[src/rtl/vram_pkg.sv]
// Shared constants and types for the VRAM arbiter and its fill sequencer.
package vram_pkg;

    localparam int VRAM_WIDTH  = 160;
    localparam int VRAM_HEIGHT = 90;
    localparam int VRAM_SIZE   = VRAM_WIDTH * VRAM_HEIGHT;
    localparam int ADDR_W      = 14;
    localparam int DATA_W      = 24;

    localparam logic [DATA_W-1:0] FILL_FG = 24'hFFFFFF;
    localparam logic [DATA_W-1:0] FILL_BG = 24'h000000;

    typedef enum logic {
        FILL_IDLE = 1'b0,
        FILL_RUN  = 1'b1
    } fill_state_t;

endpackage

[src/rtl/vram_arbiter_if.sv]
// Bus bundle between the VRAM arbiter, its requesters and the RAM port.
// Optional statistics outputs exist only when VRAM_ARB_STATS_EN is defined.
interface vram_arbiter_if #(
    parameter int ADDR_W = vram_pkg::ADDR_W,
    parameter int DATA_W = vram_pkg::DATA_W
);
    logic              rd_req;
    logic [ADDR_W-1:0] rd_addr;
    logic              rd_valid;
    logic [DATA_W-1:0] rd_data;

    logic              wr_valid;
    logic              wr_ready;
    logic [ADDR_W-1:0] wr_addr;
    logic [DATA_W-1:0] wr_data;

    logic              fill_start;
    logic              fill_invert;
    logic              fill_busy;
    logic              fill_done;

    logic              ram_en;
    logic              ram_we;
    logic [ADDR_W-1:0] ram_addr;
    logic [DATA_W-1:0] ram_wdata;
    logic [DATA_W-1:0] ram_rdata;

`ifdef VRAM_ARB_STATS_EN
    logic [15:0]       stat_wr_stall;
    logic [15:0]       stat_fill_stall;

    modport slave (
        input  rd_req, rd_addr, wr_valid, wr_addr, wr_data,
               fill_start, fill_invert, ram_rdata,
        output rd_valid, rd_data, wr_ready, fill_busy, fill_done,
               ram_en, ram_we, ram_addr, ram_wdata,
               stat_wr_stall, stat_fill_stall
    );

    modport master (
        output rd_req, rd_addr, wr_valid, wr_addr, wr_data,
               fill_start, fill_invert, ram_rdata,
        input  rd_valid, rd_data, wr_ready, fill_busy, fill_done,
               ram_en, ram_we, ram_addr, ram_wdata,
               stat_wr_stall, stat_fill_stall
    );
`else
    modport slave (
        input  rd_req, rd_addr, wr_valid, wr_addr, wr_data,
               fill_start, fill_invert, ram_rdata,
        output rd_valid, rd_data, wr_ready, fill_busy, fill_done,
               ram_en, ram_we, ram_addr, ram_wdata
    );

    modport master (
        output rd_req, rd_addr, wr_valid, wr_addr, wr_data,
               fill_start, fill_invert, ram_rdata,
        input  rd_valid, rd_data, wr_ready, fill_busy, fill_done,
               ram_en, ram_we, ram_addr, ram_wdata
    );
`endif

endinterface

[src/rtl/vram_fill_seq.sv]
// Split-screen fill sequencer: walks every VRAM word once, left half BG and
// right half FG (swapped when invert is latched), pausing while stalled.
module vram_fill_seq
    import vram_pkg::*;
#(
    parameter int                VRAM_WIDTH  = vram_pkg::VRAM_WIDTH,
    parameter int                VRAM_HEIGHT = vram_pkg::VRAM_HEIGHT,
    parameter int                ADDR_W      = vram_pkg::ADDR_W,
    parameter int                DATA_W      = vram_pkg::DATA_W,
    parameter logic [DATA_W-1:0] FILL_FG     = vram_pkg::FILL_FG,
    parameter logic [DATA_W-1:0] FILL_BG     = vram_pkg::FILL_BG
) (
    input  logic              clk_pixel,
    input  logic              rst_n,
    input  logic              start,
    input  logic              invert,
    input  logic              stall,
    output logic              busy,
    output logic              done,
    output logic [ADDR_W-1:0] addr,
    output logic [DATA_W-1:0] data
);
    // state     | meaning
    // FILL_IDLE | waiting for start; done pulses here for one cycle after a fill
    // FILL_RUN  | one write per unstalled cycle at idx, until the last word

    localparam int                COL_W    = $clog2(VRAM_WIDTH);
    localparam logic [ADDR_W-1:0] LAST_IDX = ADDR_W'(VRAM_WIDTH * VRAM_HEIGHT - 1);
    localparam logic [COL_W-1:0]  LAST_COL = COL_W'(VRAM_WIDTH - 1);
    localparam logic [COL_W-1:0]  MID_COL  = COL_W'(VRAM_WIDTH / 2);

    fill_state_t       state, state_nxt;
    logic [ADDR_W-1:0] idx, idx_nxt;
    logic [COL_W-1:0]  col, col_nxt;
    logic              inv_q, inv_nxt;
    logic              done_nxt;

    always_ff @(posedge clk_pixel or negedge rst_n) begin
        if (!rst_n) begin
            state <= FILL_IDLE;
            idx   <= '0;
            col   <= '0;
            inv_q <= 1'b0;
            done  <= 1'b0;
        end else begin
            state <= state_nxt;
            idx   <= idx_nxt;
            col   <= col_nxt;
            inv_q <= inv_nxt;
            done  <= done_nxt;
        end
    end

    always_comb begin
        state_nxt = state;
        idx_nxt   = idx;
        col_nxt   = col;
        inv_nxt   = inv_q;
        done_nxt  = 1'b0;
        case (state)
            FILL_IDLE: begin
                if (start) begin
                    state_nxt = FILL_RUN;
                    idx_nxt   = '0;
                    col_nxt   = '0;
                    inv_nxt   = invert;
                end
            end
            FILL_RUN: begin
                if (!stall) begin
                    idx_nxt = idx + 1'b1;
                    col_nxt = (col == LAST_COL) ? '0 : col + 1'b1;
                    if (idx == LAST_IDX) begin
                        state_nxt = FILL_IDLE;
                        done_nxt  = 1'b1;
                    end
                end
            end
            default: state_nxt = FILL_IDLE;
        endcase
    end

    assign busy = (state == FILL_RUN);
    assign addr = idx;
    // Column exactly at the midpoint still belongs to the left (BG) half.
    assign data = ((col > MID_COL) ^ inv_q) ? FILL_FG : FILL_BG;

endmodule

[src/rtl/vram_arbiter.sv]
// Single-port VRAM arbiter: scanout reads beat the fill sequencer, which beats
// the write port. Define VRAM_ARB_STATS_EN to add saturating stall counters.
module vram_arbiter
    import vram_pkg::*;
#(
    parameter int                VRAM_WIDTH  = vram_pkg::VRAM_WIDTH,
    parameter int                VRAM_HEIGHT = vram_pkg::VRAM_HEIGHT,
    parameter int                ADDR_W      = vram_pkg::ADDR_W,
    parameter int                DATA_W      = vram_pkg::DATA_W,
    parameter logic [DATA_W-1:0] FILL_FG     = vram_pkg::FILL_FG,
    parameter logic [DATA_W-1:0] FILL_BG     = vram_pkg::FILL_BG
) (
    input  logic           clk_pixel,
    input  logic           rst_n,
    vram_arbiter_if.slave  bus
);

    logic              fill_busy;
    logic              fill_done;
    logic [ADDR_W-1:0] fill_addr;
    logic [DATA_W-1:0] fill_data;
    logic              rd_valid_q;
    logic              wr_ready;

    vram_fill_seq #(
        .VRAM_WIDTH  (VRAM_WIDTH),
        .VRAM_HEIGHT (VRAM_HEIGHT),
        .ADDR_W      (ADDR_W),
        .DATA_W      (DATA_W),
        .FILL_FG     (FILL_FG),
        .FILL_BG     (FILL_BG)
    ) u_fill_seq (
        .clk_pixel (clk_pixel),
        .rst_n     (rst_n),
        .start     (bus.fill_start),
        .invert    (bus.fill_invert),
        .stall     (bus.rd_req),
        .busy      (fill_busy),
        .done      (fill_done),
        .addr      (fill_addr),
        .data      (fill_data)
    );

    always_ff @(posedge clk_pixel or negedge rst_n) begin
        if (!rst_n) rd_valid_q <= 1'b0;
        else        rd_valid_q <= bus.rd_req;
    end

    // Held low while reset is asserted so nothing is accepted out of reset.
    assign wr_ready = rst_n && !bus.rd_req && !fill_busy;

    always_comb begin
        bus.ram_en    = 1'b0;
        bus.ram_we    = 1'b0;
        bus.ram_addr  = '0;
        bus.ram_wdata = '0;
        if (bus.rd_req) begin
            bus.ram_en   = 1'b1;
            bus.ram_addr = bus.rd_addr;
        end else if (fill_busy) begin
            bus.ram_en    = 1'b1;
            bus.ram_we    = 1'b1;
            bus.ram_addr  = fill_addr;
            bus.ram_wdata = fill_data;
        end else if (bus.wr_valid && wr_ready) begin
            bus.ram_en    = 1'b1;
            bus.ram_we    = 1'b1;
            bus.ram_addr  = bus.wr_addr;
            bus.ram_wdata = bus.wr_data;
        end
    end

    assign bus.rd_valid  = rd_valid_q;
    assign bus.rd_data   = bus.ram_rdata;
    assign bus.wr_ready  = wr_ready;
    assign bus.fill_busy = fill_busy;
    assign bus.fill_done = fill_done;

`ifdef VRAM_ARB_STATS_EN
    logic [15:0] stat_wr_q;
    logic [15:0] stat_fill_q;

    always_ff @(posedge clk_pixel or negedge rst_n) begin
        if (!rst_n) begin
            stat_wr_q   <= '0;
            stat_fill_q <= '0;
        end else if (bus.fill_start) begin
            stat_wr_q   <= '0;
            stat_fill_q <= '0;
        end else begin
            if (bus.wr_valid && !wr_ready && stat_wr_q != 16'hFFFF)
                stat_wr_q <= stat_wr_q + 16'd1;
            if (fill_busy && bus.rd_req && stat_fill_q != 16'hFFFF)
                stat_fill_q <= stat_fill_q + 16'd1;
        end
    end

    assign bus.stat_wr_stall   = stat_wr_q;
    assign bus.stat_fill_stall = stat_fill_q;
`endif

endmodule

[src/flat_wrapper.sv]
// flat-port wrapper written by rule: the top's interface ports become plain ports
module vram_arbiter_flat import vram_pkg::*;
#(
    parameter int                VRAM_WIDTH  = vram_pkg::VRAM_WIDTH,
    parameter int                VRAM_HEIGHT = vram_pkg::VRAM_HEIGHT,
    parameter int                ADDR_W      = vram_pkg::ADDR_W,
    parameter int                DATA_W      = vram_pkg::DATA_W,
    parameter logic [DATA_W-1:0] FILL_FG     = vram_pkg::FILL_FG,
    parameter logic [DATA_W-1:0] FILL_BG     = vram_pkg::FILL_BG
)
  (clk_pixel, rst_n, bus_rd_req, bus_rd_addr, bus_wr_valid, bus_wr_addr, bus_wr_data, bus_fill_start, bus_fill_invert, bus_ram_rdata, bus_rd_valid, bus_rd_data, bus_wr_ready, bus_fill_busy, bus_fill_done, bus_ram_en, bus_ram_we, bus_ram_addr, bus_ram_wdata);
  vram_arbiter_if #(.ADDR_W(ADDR_W), .DATA_W(DATA_W)) bus_i ();
  input  logic clk_pixel;
  input  logic rst_n;
  input wire logic [$bits(bus_i.rd_req)-1:0] bus_rd_req;
  input wire logic [$bits(bus_i.rd_addr)-1:0] bus_rd_addr;
  input wire logic [$bits(bus_i.wr_valid)-1:0] bus_wr_valid;
  input wire logic [$bits(bus_i.wr_addr)-1:0] bus_wr_addr;
  input wire logic [$bits(bus_i.wr_data)-1:0] bus_wr_data;
  input wire logic [$bits(bus_i.fill_start)-1:0] bus_fill_start;
  input wire logic [$bits(bus_i.fill_invert)-1:0] bus_fill_invert;
  input wire logic [$bits(bus_i.ram_rdata)-1:0] bus_ram_rdata;
  output wire logic [$bits(bus_i.rd_valid)-1:0] bus_rd_valid;
  output wire logic [$bits(bus_i.rd_data)-1:0] bus_rd_data;
  output wire logic [$bits(bus_i.wr_ready)-1:0] bus_wr_ready;
  output wire logic [$bits(bus_i.fill_busy)-1:0] bus_fill_busy;
  output wire logic [$bits(bus_i.fill_done)-1:0] bus_fill_done;
  output wire logic [$bits(bus_i.ram_en)-1:0] bus_ram_en;
  output wire logic [$bits(bus_i.ram_we)-1:0] bus_ram_we;
  output wire logic [$bits(bus_i.ram_addr)-1:0] bus_ram_addr;
  output wire logic [$bits(bus_i.ram_wdata)-1:0] bus_ram_wdata;
  assign bus_i.rd_req = bus_rd_req;
  assign bus_i.rd_addr = bus_rd_addr;
  assign bus_i.wr_valid = bus_wr_valid;
  assign bus_i.wr_addr = bus_wr_addr;
  assign bus_i.wr_data = bus_wr_data;
  assign bus_i.fill_start = bus_fill_start;
  assign bus_i.fill_invert = bus_fill_invert;
  assign bus_i.ram_rdata = bus_ram_rdata;
  assign bus_rd_valid = bus_i.rd_valid;
  assign bus_rd_data = bus_i.rd_data;
  assign bus_wr_ready = bus_i.wr_ready;
  assign bus_fill_busy = bus_i.fill_busy;
  assign bus_fill_done = bus_i.fill_done;
  assign bus_ram_en = bus_i.ram_en;
  assign bus_ram_we = bus_i.ram_we;
  assign bus_ram_addr = bus_i.ram_addr;
  assign bus_ram_wdata = bus_i.ram_wdata;
  vram_arbiter #(.VRAM_WIDTH(VRAM_WIDTH), .VRAM_HEIGHT(VRAM_HEIGHT), .ADDR_W(ADDR_W), .DATA_W(DATA_W), .FILL_FG(FILL_FG), .FILL_BG(FILL_BG)) u_core (.clk_pixel(clk_pixel), .rst_n(rst_n), .bus(bus_i));
endmodule
[config.mk]
export PLATFORM = sky130hd
export DESIGN_NAME = vram_arbiter_flat
export DESIGN_NICKNAME = d
export VERILOG_FILES = /design/src/rtl/vram_pkg.sv /design/src/rtl/vram_arbiter_if.sv /design/src/rtl/vram_fill_seq.sv /design/src/rtl/vram_arbiter.sv /design/src/flat_wrapper.sv
export SDC_FILE = /design/constraint.sdc
export NUM_CORES = 1
export LEC_CHECK = 0
export BUFFER_PORTS_ARGS = -buffer_cell sky130_fd_sc_hd__buf_2
export CAP_MARGIN = 20
export CORE_UTILIZATION = 35
export DETAILED_ROUTE_END_ITERATION = 12
export GPL_ROUTABILITY_DRIVEN = 0
export GPL_TIMING_DRIVEN = 0
export PLACE_DENSITY = 0.72
export SLEW_MARGIN = 15
export SYNTH_ARGS = -nofsm -noshare
export SYNTH_HDL_FRONTEND = slang
export SYNTH_SLANG_ARGS = --single-unit
[constraint.sdc]
create_clock -name clk_pixel -period 2 [get_ports clk_pixel]
set_clock_uncertainty 0.15 [all_clocks]
set_input_delay 0.1 -clock clk_pixel [delete_from_list [all_inputs] [get_ports clk_pixel]]
set_output_delay 0.1 -clock clk_pixel [all_outputs]
set_load 0.03 [all_outputs]
==> run metrics, run 1 <==
status complete, but fails checks; failing checks setup timing; largest net degree at the start of global routing 27; area leader, netlist dfrtp_1; min-delay worst type in -> async; Synth Area per Inst 7.443 um^2; CP Buf/Inv Count 3; CTS tree done; worst-path fanout max 10; vias in the first global route 2,076; Pins Over Slew Limit 0; relative slew slack 0.5660; crit end category output port; vias per cell 4.955; port bufs 125; Critical Path Max Stage Delay 370 ps; Seq/Total Area, Yosys 0.3214; share of layout cells above drive strength 1 0.4517; top cells by count, synth 87 x nand2_1, 29 x o21ai_0, 27 x buf_4, 26 x dfrtp_1; Post-synth ARST share 1.000; Diodes inserted 0; EDFF count, synth 0; most frequent cell after synthesis nand2_1; crit-path leading delay family flip-flops; CP most frequent cell buf_6; DP Wirelength 4131 um; Ys Warns 0; Starting Density 0.3654; Final min period 2165 ps; wire length per cell 12.20 um; vias 2,408; max_cap viols 0; #FFs+latches synth 26; Worst-path clk slew 100 ps; WP data required 1750 ps; Worst setup SP type flop; CTS root buffer clkbuf_8; Total Power 0.001901 W; Worst-Margin Slew 648.6 ps; antenna-violating nets left 0; Pre-antenna DRT Iters 4; gr ovfl total 0; final worst slack -164.7 ps; H-Tree Depth 1; first-pass GRT wire length 9225 um; CP max-delay cell dfrtp_1; die height 78.06 um; WS Path Type reg -> out; Area growth syn-to-layout 56.55%; I/O pin cnt 150; initial antenna violation count 0; final net count 500; Worst-Skew Late Latency 280 ps; Inst Count DP 469; Die ar. 0.006093 mm^2; post-synth net total 357; gr usage total 0.1844; drc violations 0; endpoints failing hold 0; Post-Synthesis Cells 272; Power Density 599.7 mW/mm^2; CP Data Arrival Time 1910 ps; unrepaired setup endpoints after global routing true; top cell type's share of synthesized area 0.3214; CTS Buf Count 3; DR iter-0 viols 143; Non-Filler Instances 486; Max Clock Freq 0.4620 GHz; synth unique cells 34; core area 0.005540 mm^2; final wirelength 5931 um; Pleak 1.689 nW; critical-path cell list inv_1 -> ha_2 -> nor3b_4 -> o21ai_2 -> mux2i_4 -> buf_6 -> nand2_1 -> buf_6; period utilization 1.082; Final Setup Violations 24; Sink Count 26; top post-synthesis cells by area dfrtp_1 32%, nand2_1 16%, buf_4 10%, o21ai_0 7.2%, a22oi_1 5.2%; cell row count 27; maximum VDD drop 0.6814 mV; Die W 78.06 um; prevailing post-synth register cell dfrtp_1; Mapped Area 0.002024 mm^2; CTS Buffer Depth 2
[worst paths after layout]
kind | start | endpoint | slack [ps] | cells past startpoint
max reg2reg | u_core.u_fill_seq.col[1] | u_core.u_fill_seq.col[7] | 110 | 7
max | u_core.u_fill_seq.col[1] | bus_ram_wdata[12] | -160 | 8
min | rst_n | u_core.u_fill_seq.col[1] | 260 | 3
max in group asynchronous | rst_n | u_core.u_fill_seq.busy | 1270 | 3
min in group clk_pixel | bus_rd_req | u_core.u_fill_seq.addr[10] | 280 | 5
min reg2reg | u_core.u_fill_seq.inv_q | u_core.u_fill_seq.inv_q | 350 | 2
[layer usage]
layer  share of wire  track usage  wire, um  vias to the layer above
met5               0            0         0                        -
met4          0.0096      0.02963        57                        0
met3           0.060      0.03488       357                        6
met2            0.51       0.3421      3004                      109
met1            0.42       0.2227      2512                     1099
li1                -            -         -                     1194
[registers in the layout, indices dropped and copies added, names as in the netlist]
name                     flops
u_core.u_fill_seq.addr      14
u_core.u_fill_seq.inv_q      1
u_core.u_fill_seq.busy       1
u_core.bus.rd_valid          1
u_core.u_fill_seq.done       1
u_core.u_fill_seq.col        8
[through the flow]
| stage | hold slack (ps) | util | instance area [um^2] | worst slack [ps] | setup TNS, ps |
|---|---|---|---|---|---|
| 6_report | 260.3 | 0.5720 | 3169 | -164.7 | -3369 |
| 3_5_place_dp | 6.647 | 0.4946 | 2740 | -265.5 | -4758 |
| 3_3_place_gp | 6.043 | 0.4946 | 2740 | -234.2 | -4318 |
| 4_1_cts | 233.3 | 0.5501 | 3048 | -150.5 | -3202 |
| 2_1_floorplan | -345.6 | - | 2024 | 25.08 | 0 |
| 5_1_grt | 258.0 | 0.5720 | 3169 | -264.7 | -5759 |
[cell type report]
class	instances	area, um^2
multi-input combinational	205	1167
clock buffer	3	41.29
timing repair buffer	138	909.6
inverter	2	7.507
fill	486	2371
clock inverter	1	30.03
sequential	26	651.9
tap	72	90.09
buffer	39	271.5
[logic make-up after synthesis]
| family | after synthesis | share of synthesized area |
|---|---|---|
| fa+ha+maj | 3 | 0.01854 |
| xor+xnor | 1 | 0.004327 |
| compound gates | 58 | 0.1761 |
| buf+inv | 41 | 0.1286 |
| mux | 11 | 0.06119 |
| flops | 26 | 0.3214 |
| simple gates | 132 | 0.2899 |
[cell usage in the layout (no fill, tap or decap), types with 2 or more instances in the layout]
cell           synthesis  routed
nand2_2                0       3
a31oi_1                4       4
a21oi_1                6       6
ha_1                   3       2
dfrtp_1               26      25
mux2i_1                9       9
clkbuf_8               0       3
clkbuf_1               7       6
and3_1                 6       6
a22oi_1               14      14
nand2_1               87      83
buf_4                 27      34
clkbuf_4               0       3
nor2b_1                2       2
o21ai_0               29      19
nand2b_1               2       2
nand4_1                5       5
and2_1                 2       2
buf_2                  4     100
nand3_1                7       7
buf_6                  0      28
o21ai_1                0      10
nor2_1                14      13
nor3_4                 1       2
dlygate4sd3_1          0       4
[worst reg2reg max path, cell delays in order (launching register included)]
cell	delay (ps)
dfrtp_1	400
buf_4	130
buf_4	130
ha_1	200
and3_1	260
a41oi_4	240
o21ai_0	130
a31oi_1	180
[timing repair]
action / in CTS / in global routing
setup endpoints to repair: 35 / 36
buffers inserted: 3 / 5
hold endpoints to repair: 29 / 0
resized for setup: 50 / 29
hold buffers: 5 / 0
pin swaps: 0 / 3
[report_power, final]
| part | total (W) | switching, W | internal [W] | leakage (nW) |
|---|---|---|---|---|
| sequential | 0.000685 | 0.0000936 | 0.000592 | 0.342 |
| clock | 0.000437 | 0.000169 | 0.000268 | 0.0357 |
| combinational | 0.000778 | 0.000430 | 0.000348 | 1.31 |
| total | 0.00190 | 0.000693 | 0.00121 | 1.69 |
Power figures use the tool's default switching activity.
==> inputs of run 2 (changes only) <==
--- a/config.mk
+++ b/config.mk
@@ -7,11 +7,11 @@
 export LEC_CHECK = 0
 export BUFFER_PORTS_ARGS = -buffer_cell sky130_fd_sc_hd__buf_2
 export CAP_MARGIN = 20
-export CORE_UTILIZATION = 35
+export CORE_UTILIZATION = 41
 export DETAILED_ROUTE_END_ITERATION = 12
 export GPL_ROUTABILITY_DRIVEN = 0
 export GPL_TIMING_DRIVEN = 0
-export PLACE_DENSITY = 0.72
+export PLACE_DENSITY = 0.82
 export SLEW_MARGIN = 15
 export SYNTH_ARGS = -nofsm -noshare
 export SYNTH_HDL_FRONTEND = slang
==> run 2 against run 1 <==
  * The run still ends with setup timing left
  * Sequential power is essentially flat
  * Utilization grew 8.5 points
  * Setup slack gained 26 ps
  * Cell count shrank 1.2%
  * Fmax grew 1.2%
  * Critical path depth is the same
  * Largest cell class is now multi-input combinational cells
  * Non-clock buffer count shrank 1
  * Hold slack lost 32 ps
  * Clock-buffer cell count grew 1
  * First-iteration DRC count grew 6.3%
  * Routed wire length grew 4.0%
  * Largest power group unchanged
==> run metrics, run 2 (synthesized netlist as in run 1, its figures left out) <==
critical-path cell list inv_2 -> ha_4 -> nor3b_4 -> o21ai_2 -> mux2i_4 -> buf_6 -> nand2_1 -> buf_6 (was inv_1 -> ha_2 -> nor3b_4 -> o21ai_2 -> mux2i_4 -> buf_6 -> nand2_1 -> buf_6); vias per cell 5.019 (was 4.955); most common cell after layout, fill and taps aside buf_2 (unchanged); CTS root buffer clkbuf_8 (unchanged); drc violations 0 (unchanged); DR iter-0 viols 152 (was 143); Die ar. 0.005223 mm^2 (was 0.006093 mm^2); Layout fillers 387 (was 486); antenna-violating nets left 0 (unchanged); WS Path Type reg -> out (unchanged); max_cap viols 0 (unchanged); Starting Density 0.4286 (was 0.3654); r2r startpoint u_core.u_fill_seq.col[0] (was u_core.u_fill_seq.col[1]); vias in the first global route 2,099 (was 2,076); vias 2,409 (was 2,408); Worst setup endpoint bus_ram_wdata[21] (was bus_ram_wdata[12]); Pleak 1.667 nW (was 1.689 nW); failing checks setup timing (unchanged); final worst slack -138.3 ps (was -164.7 ps); Sequential Area 651.9 um^2 (unchanged); Sink Count 26 (unchanged); Final min period 2138 ps (was 2165 ps); commonest cells after routing, fill and taps aside 111 x buf_2, 82 x nand2_1, 35 x buf_4 (was 100 x buf_2, 83 x nand2_1, 34 x buf_4); crit-path leading delay family flip-flops (unchanged); worst-path fanout max 10 (unchanged); Reg2Reg Depth 6 (was 7); largest net degree at the start of global routing 27 (unchanged); CTS Buf Count 3 (unchanged); CTS tree done (unchanged); Area growth syn-to-layout 53.21% (was 56.55%); max FFs per register 14 (unchanged); period utilization 1.069 (was 1.082); I/O pin cnt 150 (unchanged); CTS Buffer Depth 2 (unchanged); die height 72.27 um (was 78.06 um); port bufs 125 (unchanged); maximum VDD drop 0.4371 mV (was 0.6814 mV); core area 0.004723 mm^2 (was 0.005540 mm^2); share of layout cells above drive strength 1 0.4552 (was 0.4517); first-pass GRT wire length 9246 um (was 9225 um); Critical Path Max Stage Delay 380 ps (was 370 ps); CP most frequent cell buf_6 (unchanged); Power Density 583.1 mW/mm^2 (was 599.7 mW/mm^2); Worst-Skew Late Latency 280 ps (about the same); Max Clock Freq 0.4677 GHz (was 0.4620 GHz); Reg2Reg Setup Slack 170 ps (was 110 ps); Crit path depth 8 (unchanged); CP Data Arrival Time 1890 ps (was 1910 ps); Final Setup Violations 24 (unchanged); CP max-delay cell dfrtp_1 (unchanged); relative slew slack 0.5670 (was 0.5660); Worst-Margin Slew 647.1 ps (was 648.6 ps); endpoints failing hold 0 (unchanged); setup TNS -3045 ps (was -3369 ps); min-delay worst type in -> async (unchanged); DP Wirelength 4513 um (was 4131 um); Pins Over Slew Limit 0 (unchanged); gr usage total 0.2227 (was 0.1844); cell row count 25 (was 27); H-Tree Depth 1 (unchanged); footprint of the multi-input gates 0.001195 mm^2 (was 0.001167 mm^2); wire length per cell 12.85 um (was 12.20 um); unrepaired setup endpoints after global routing true (unchanged); Die W 72.27 um (was 78.06 um); initial antenna violation count 0 (unchanged); Worst-path clk slew 90 ps (was 100 ps); Diodes inserted 0 (unchanged); crit end category output port (unchanged); final net count 499 (was 500); Worst setup SP type flop (unchanged); crit path from u_core.u_fill_seq.col[0] (was u_core.u_fill_seq.col[1]); RR Endpoint u_core.u_fill_seq.col[7] (unchanged); status complete, but fails checks (unchanged); final wirelength 6167 um (was 5931 um); CP Buf/Inv Count 3 (unchanged); gr ovfl total 0 (unchanged); final core utilization 0.6567 (was 0.5720); WP data required 1750 ps (about the same); Pre-antenna DRT Iters 4 (unchanged)
[run 2: cell types whose count changed in the layout (fill, tap and decap cells not counted), sizes merged]
cell / previous run / this run
bufinv: 1 / 0
buf: 163 / 165
clkbuf: 13 / 11
[run 2: report_power, final]
| part | total, W | switching, W | internal (W) |
|---|---|---|---|
| Sequential | 0.000688 | 0.0000965 | 0.000592 |
| Clock | 0.000348 | 0.000172 | 0.000176 |
| Combinational | 0.000772 | 0.000437 | 0.000336 |
[run 2: layout make-up]
class / count / share of cell area
multi-input cells: 205 / 0.3852
repair buffers: 137 / 0.2699
flip-flops and latches: 26 / 0.2102
plain buffers: 39 / 0.08754
well taps: 67 / 0.02703
clock buffers: 4 / 0.01775
inverters: 2 / 0.002420
[run 2: worst min path at each step]
| stage | endpoint | slack [ps] | cells past startpoint |
|---|---|---|---|
| after floorplan | u_core.bus.rd_valid | -350 | 0 |
| after global routing | u_core.u_fill_seq.addr[10] | 250 | 3 |
| after CTS | u_core.u_fill_seq.addr[10] | 240 | 3 |
| final | u_core.u_fill_seq.addr[10] | 230 | 3 |
| after global placement | u_core.u_fill_seq.addr[12] | 3 | 1 |
| after detailed placement | u_core.u_fill_seq.addr[12] | 10 | 1 |
[run 2: through the flow]
step	power (W)	std cells	worst slack (ps)	instance area [um^2]	hold slack (ps)
2_1_floorplan	0.001128	272	25.08	2024	-345.6
3_3_place_gp	0.001332	464	-211.8	2734	3.077
3_5_place_dp	0.001353	464	-259.1	2734	14.05
4_1_cts	0.001792	478	-179.8	3044	240.7
5_1_grt	0.001915	480	-235.0	3102	245.1
6_report	0.001809	480	-138.3	3102	228.7
[run 2: layer usage]
layer  track usage  share of wire  wire, um  vias up
li1              -              -         -     1195
met1        0.2573           0.41      2527     1114
met2        0.4247           0.53      3240       94
met3       0.03472          0.057       353        6
met4       0.05664         0.0076        47        0
met5             0              0         0        -
[run 2: repair_timing]
action	CTS	global route
hold buffers	5	0
buffers inserted	4	2
gates resized for setup	50	12
cloned	1	0
setup endpoints to repair	35	36
endpoints found under the hold margin	29	0
pin swaps	1	3
[run 2: worst register-to-register path: cells and delay by family, from the launching register on]
family          cells  cell delay [ps]
flops               1              410
buf+inv             1              150
compound gates      3              560
fa+ha+maj           1              220
simple gates        1              270
==> inputs of run 3 (changes only) <==
--- a/config.mk
+++ b/config.mk
@@ -11,6 +11,7 @@
 export DETAILED_ROUTE_END_ITERATION = 12
 export GPL_ROUTABILITY_DRIVEN = 0
 export GPL_TIMING_DRIVEN = 0
+export MAX_ROUTING_LAYER = met4
 export PLACE_DENSITY = 0.82
 export SLEW_MARGIN = 15
 export SYNTH_ARGS = -nofsm -noshare
==> run 3 against run 2 <==
  * The run still ends with setup timing left
  * Via count rose by 0.87%
  * Die area did not move
  * Register-to-register slack barely moved
  * Largest cell class unchanged
  * Critical path type unchanged
  * Clock-buffer cell count did not move
  * Highest routed layer unchanged
  * Cell count did not move
  * First-iteration DRC count fell by 5.9%
  * Critical path depth did not move
  * Non-clock buffer count did not move
  * Hold slack improved by 1.8 ps
  * Fmax fell by 0.11%
==> run metrics, run 3 (synthesized netlist as in run 1, its figures left out) <==
Inst Count DP 464 (unchanged); Sw Pwr 0.0007065 W (was 0.0007048 W); die height 72.27 um (unchanged); vias 2,430 (was 2,409); Die ar. 0.005223 mm^2 (unchanged); H-Tree Depth 1 (unchanged); initial antenna violation count 0 (unchanged); Final Setup Violations 24 (unchanged); Hold WS 230.4 ps (was 228.7 ps); commonest cells after routing, fill and taps aside 111 x buf_2, 82 x nand2_1, 35 x buf_4 (unchanged); Sink Count 26 (unchanged); max_cap viols 0 (unchanged); Pre-antenna DRT Iters 4 (unchanged); CTS root buffer clkbuf_8 (unchanged); Diodes inserted 0 (unchanged); vias per cell 5.063 (was 5.019); Worst-Margin Slew 646.5 ps (was 647.1 ps); drc violations 0 (unchanged); min-delay worst type in -> async (unchanged); Layout fillers 387 (unchanged); worst-path fanout max 10 (unchanged); antenna-violating nets left 0 (unchanged); DR iter-0 viols 143 (was 152); WS Path Type reg -> out (unchanged); failing checks setup timing (unchanged); largest net degree at the start of global routing 27 (unchanged); WP data required 1750 ps (about the same); first-pass GRT wire length 9252 um (was 9246 um); max FFs per register 14 (unchanged); Gate power share 0.427 (about the same); wire length per cell 12.92 um (was 12.85 um); cell row count 25 (unchanged); port bufs 125 (unchanged); Reg2Reg Setup Slack 170 ps (about the same); CTS Buf Count 3 (unchanged); final wirelength 6203 um (was 6167 um); Power Internal 0.001104 W (about the same); final core utilization 0.6567 (unchanged); maximum VDD drop 0.4358 mV (was 0.4371 mV); Placed Instance Area 0.002734 mm^2 (unchanged); unrepaired setup endpoints after global routing true (unchanged); setup TNS -3042 ps (was -3045 ps); Starting Density 0.4286 (unchanged); CTS Buffer Depth 2 (unchanged); Worst-path clk slew 90 ps (about the same); Worst setup SP type flop (unchanged); period utilization 1.070 (was 1.069); final worst slack -140.6 ps (was -138.3 ps); status complete, but fails checks (unchanged); Clock Power Share 0.192 (about the same); CP Data Arrival Time 1890 ps (about the same); vias in the first global route 2,099 (unchanged); Pins Over Slew Limit 0 (unchanged); relative slew slack 0.5674 (was 0.5670); final net count 499 (unchanged); I/O pin cnt 150 (unchanged); gr usage total 0.2298 (was 0.2227); Non-Filler Instances 480 (unchanged); Power Density 583.7 mW/mm^2 (was 583.1 mW/mm^2); gr ovfl total 0 (unchanged); Area growth syn-to-layout 53.21% (unchanged); DP Wirelength 4513 um (unchanged); share of layout cells above drive strength 1 0.4552 (unchanged); core area 0.004723 mm^2 (unchanged); Die W 72.27 um (unchanged); endpoints failing hold 0 (unchanged); Pleak 1.667 nW (unchanged); Max Clock Freq 0.4672 GHz (was 0.4677 GHz); crit end category output port (unchanged); CTS tree done (unchanged); most common cell after layout, fill and taps aside buf_2 (unchanged); switch share 0.3902 (was 0.3897); Worst-Skew Late Latency 280 ps (about the same); Design Area, Final 0.003102 mm^2 (unchanged); sequential fraction of design power 0.381 (about the same); Final min period 2141 ps (was 2138 ps)
[run 3: cell counts in the layout (fill, tap and decap cells not counted)]
No cell type changed its count.
[run 3: critical path, cell delays in order, from the launching register on]
cell and delay [ps]:
dfrtp_1 380, inv_2 60, ha_4 150, nor3b_4 140
o21ai_2 180, mux2i_4 320, buf_6 170, nand2_1 80
buf_6 140
[run 3: cell type report]
cell class,count,area (um^2),share of cell area
timing repair buffer,137,837.1,0.2699
buffer,39,271.5,0.08754
multi-input combinational,205,1195,0.3852
inverter,2,7.507,0.002420
tap,67,83.83,0.02703
sequential,26,651.9,0.2102
clock buffer,4,55.05,0.01775
[run 3: repair_timing]
action | 4_1_cts | 5_1_grt
cloned | 1 | 0
setup buffers | 4 | 2
pin swaps | 1 | 3
hold endpoints to repair | 29 | 0
hold buffers | 5 | 0
endpoints found under the setup margin | 35 | 36
resized for setup | 50 | 12
[run 3: through the flow]
step                      worst slack, ps  power, W
after global placement             -211.8  0.001332
after detailed placement           -259.1  0.001353
after CTS                          -179.8  0.001792
after floorplan                     25.08  0.001128
final                              -140.6  0.001811
after global routing               -235.0  0.001916
[run 3: power groups by stage]
stage               registers (W)  clock network (W)  logic [W]
floorplan                0.000669                  0   0.000459
detailed placement       0.000694                  0   0.000659
CTS                      0.000686           0.000356   0.000751
global route             0.000699           0.000382   0.000835
finish                   0.000689           0.000348   0.000773
global placement         0.000689                  0   0.000643
[run 3: worst paths after layout]
kind	startpoint	end	cells after the start
setup / recovery	u_core.u_fill_seq.col[0]	bus_ram_wdata[21]	8
hold / removal	rst_n	u_core.u_fill_seq.addr[10]	3
setup reg to reg	u_core.u_fill_seq.col[0]	u_core.u_fill_seq.col[7]	6
hold reg to reg	u_core.u_fill_seq.inv_q	u_core.u_fill_seq.inv_q	2
max in group asynchronous	rst_n	u_core.u_fill_seq.busy	3
min in group clk_pixel	bus_rd_req	u_core.u_fill_seq.addr[10]	5
[run 3: per-layer routing]
metal  track usage  wire [um]  vias up
li1              -          -     1197
met1        0.2581       2508     1119
met2        0.4247       3266      108
met3       0.03472        380        6
met4       0.05664         47        0
met5             -          0        -
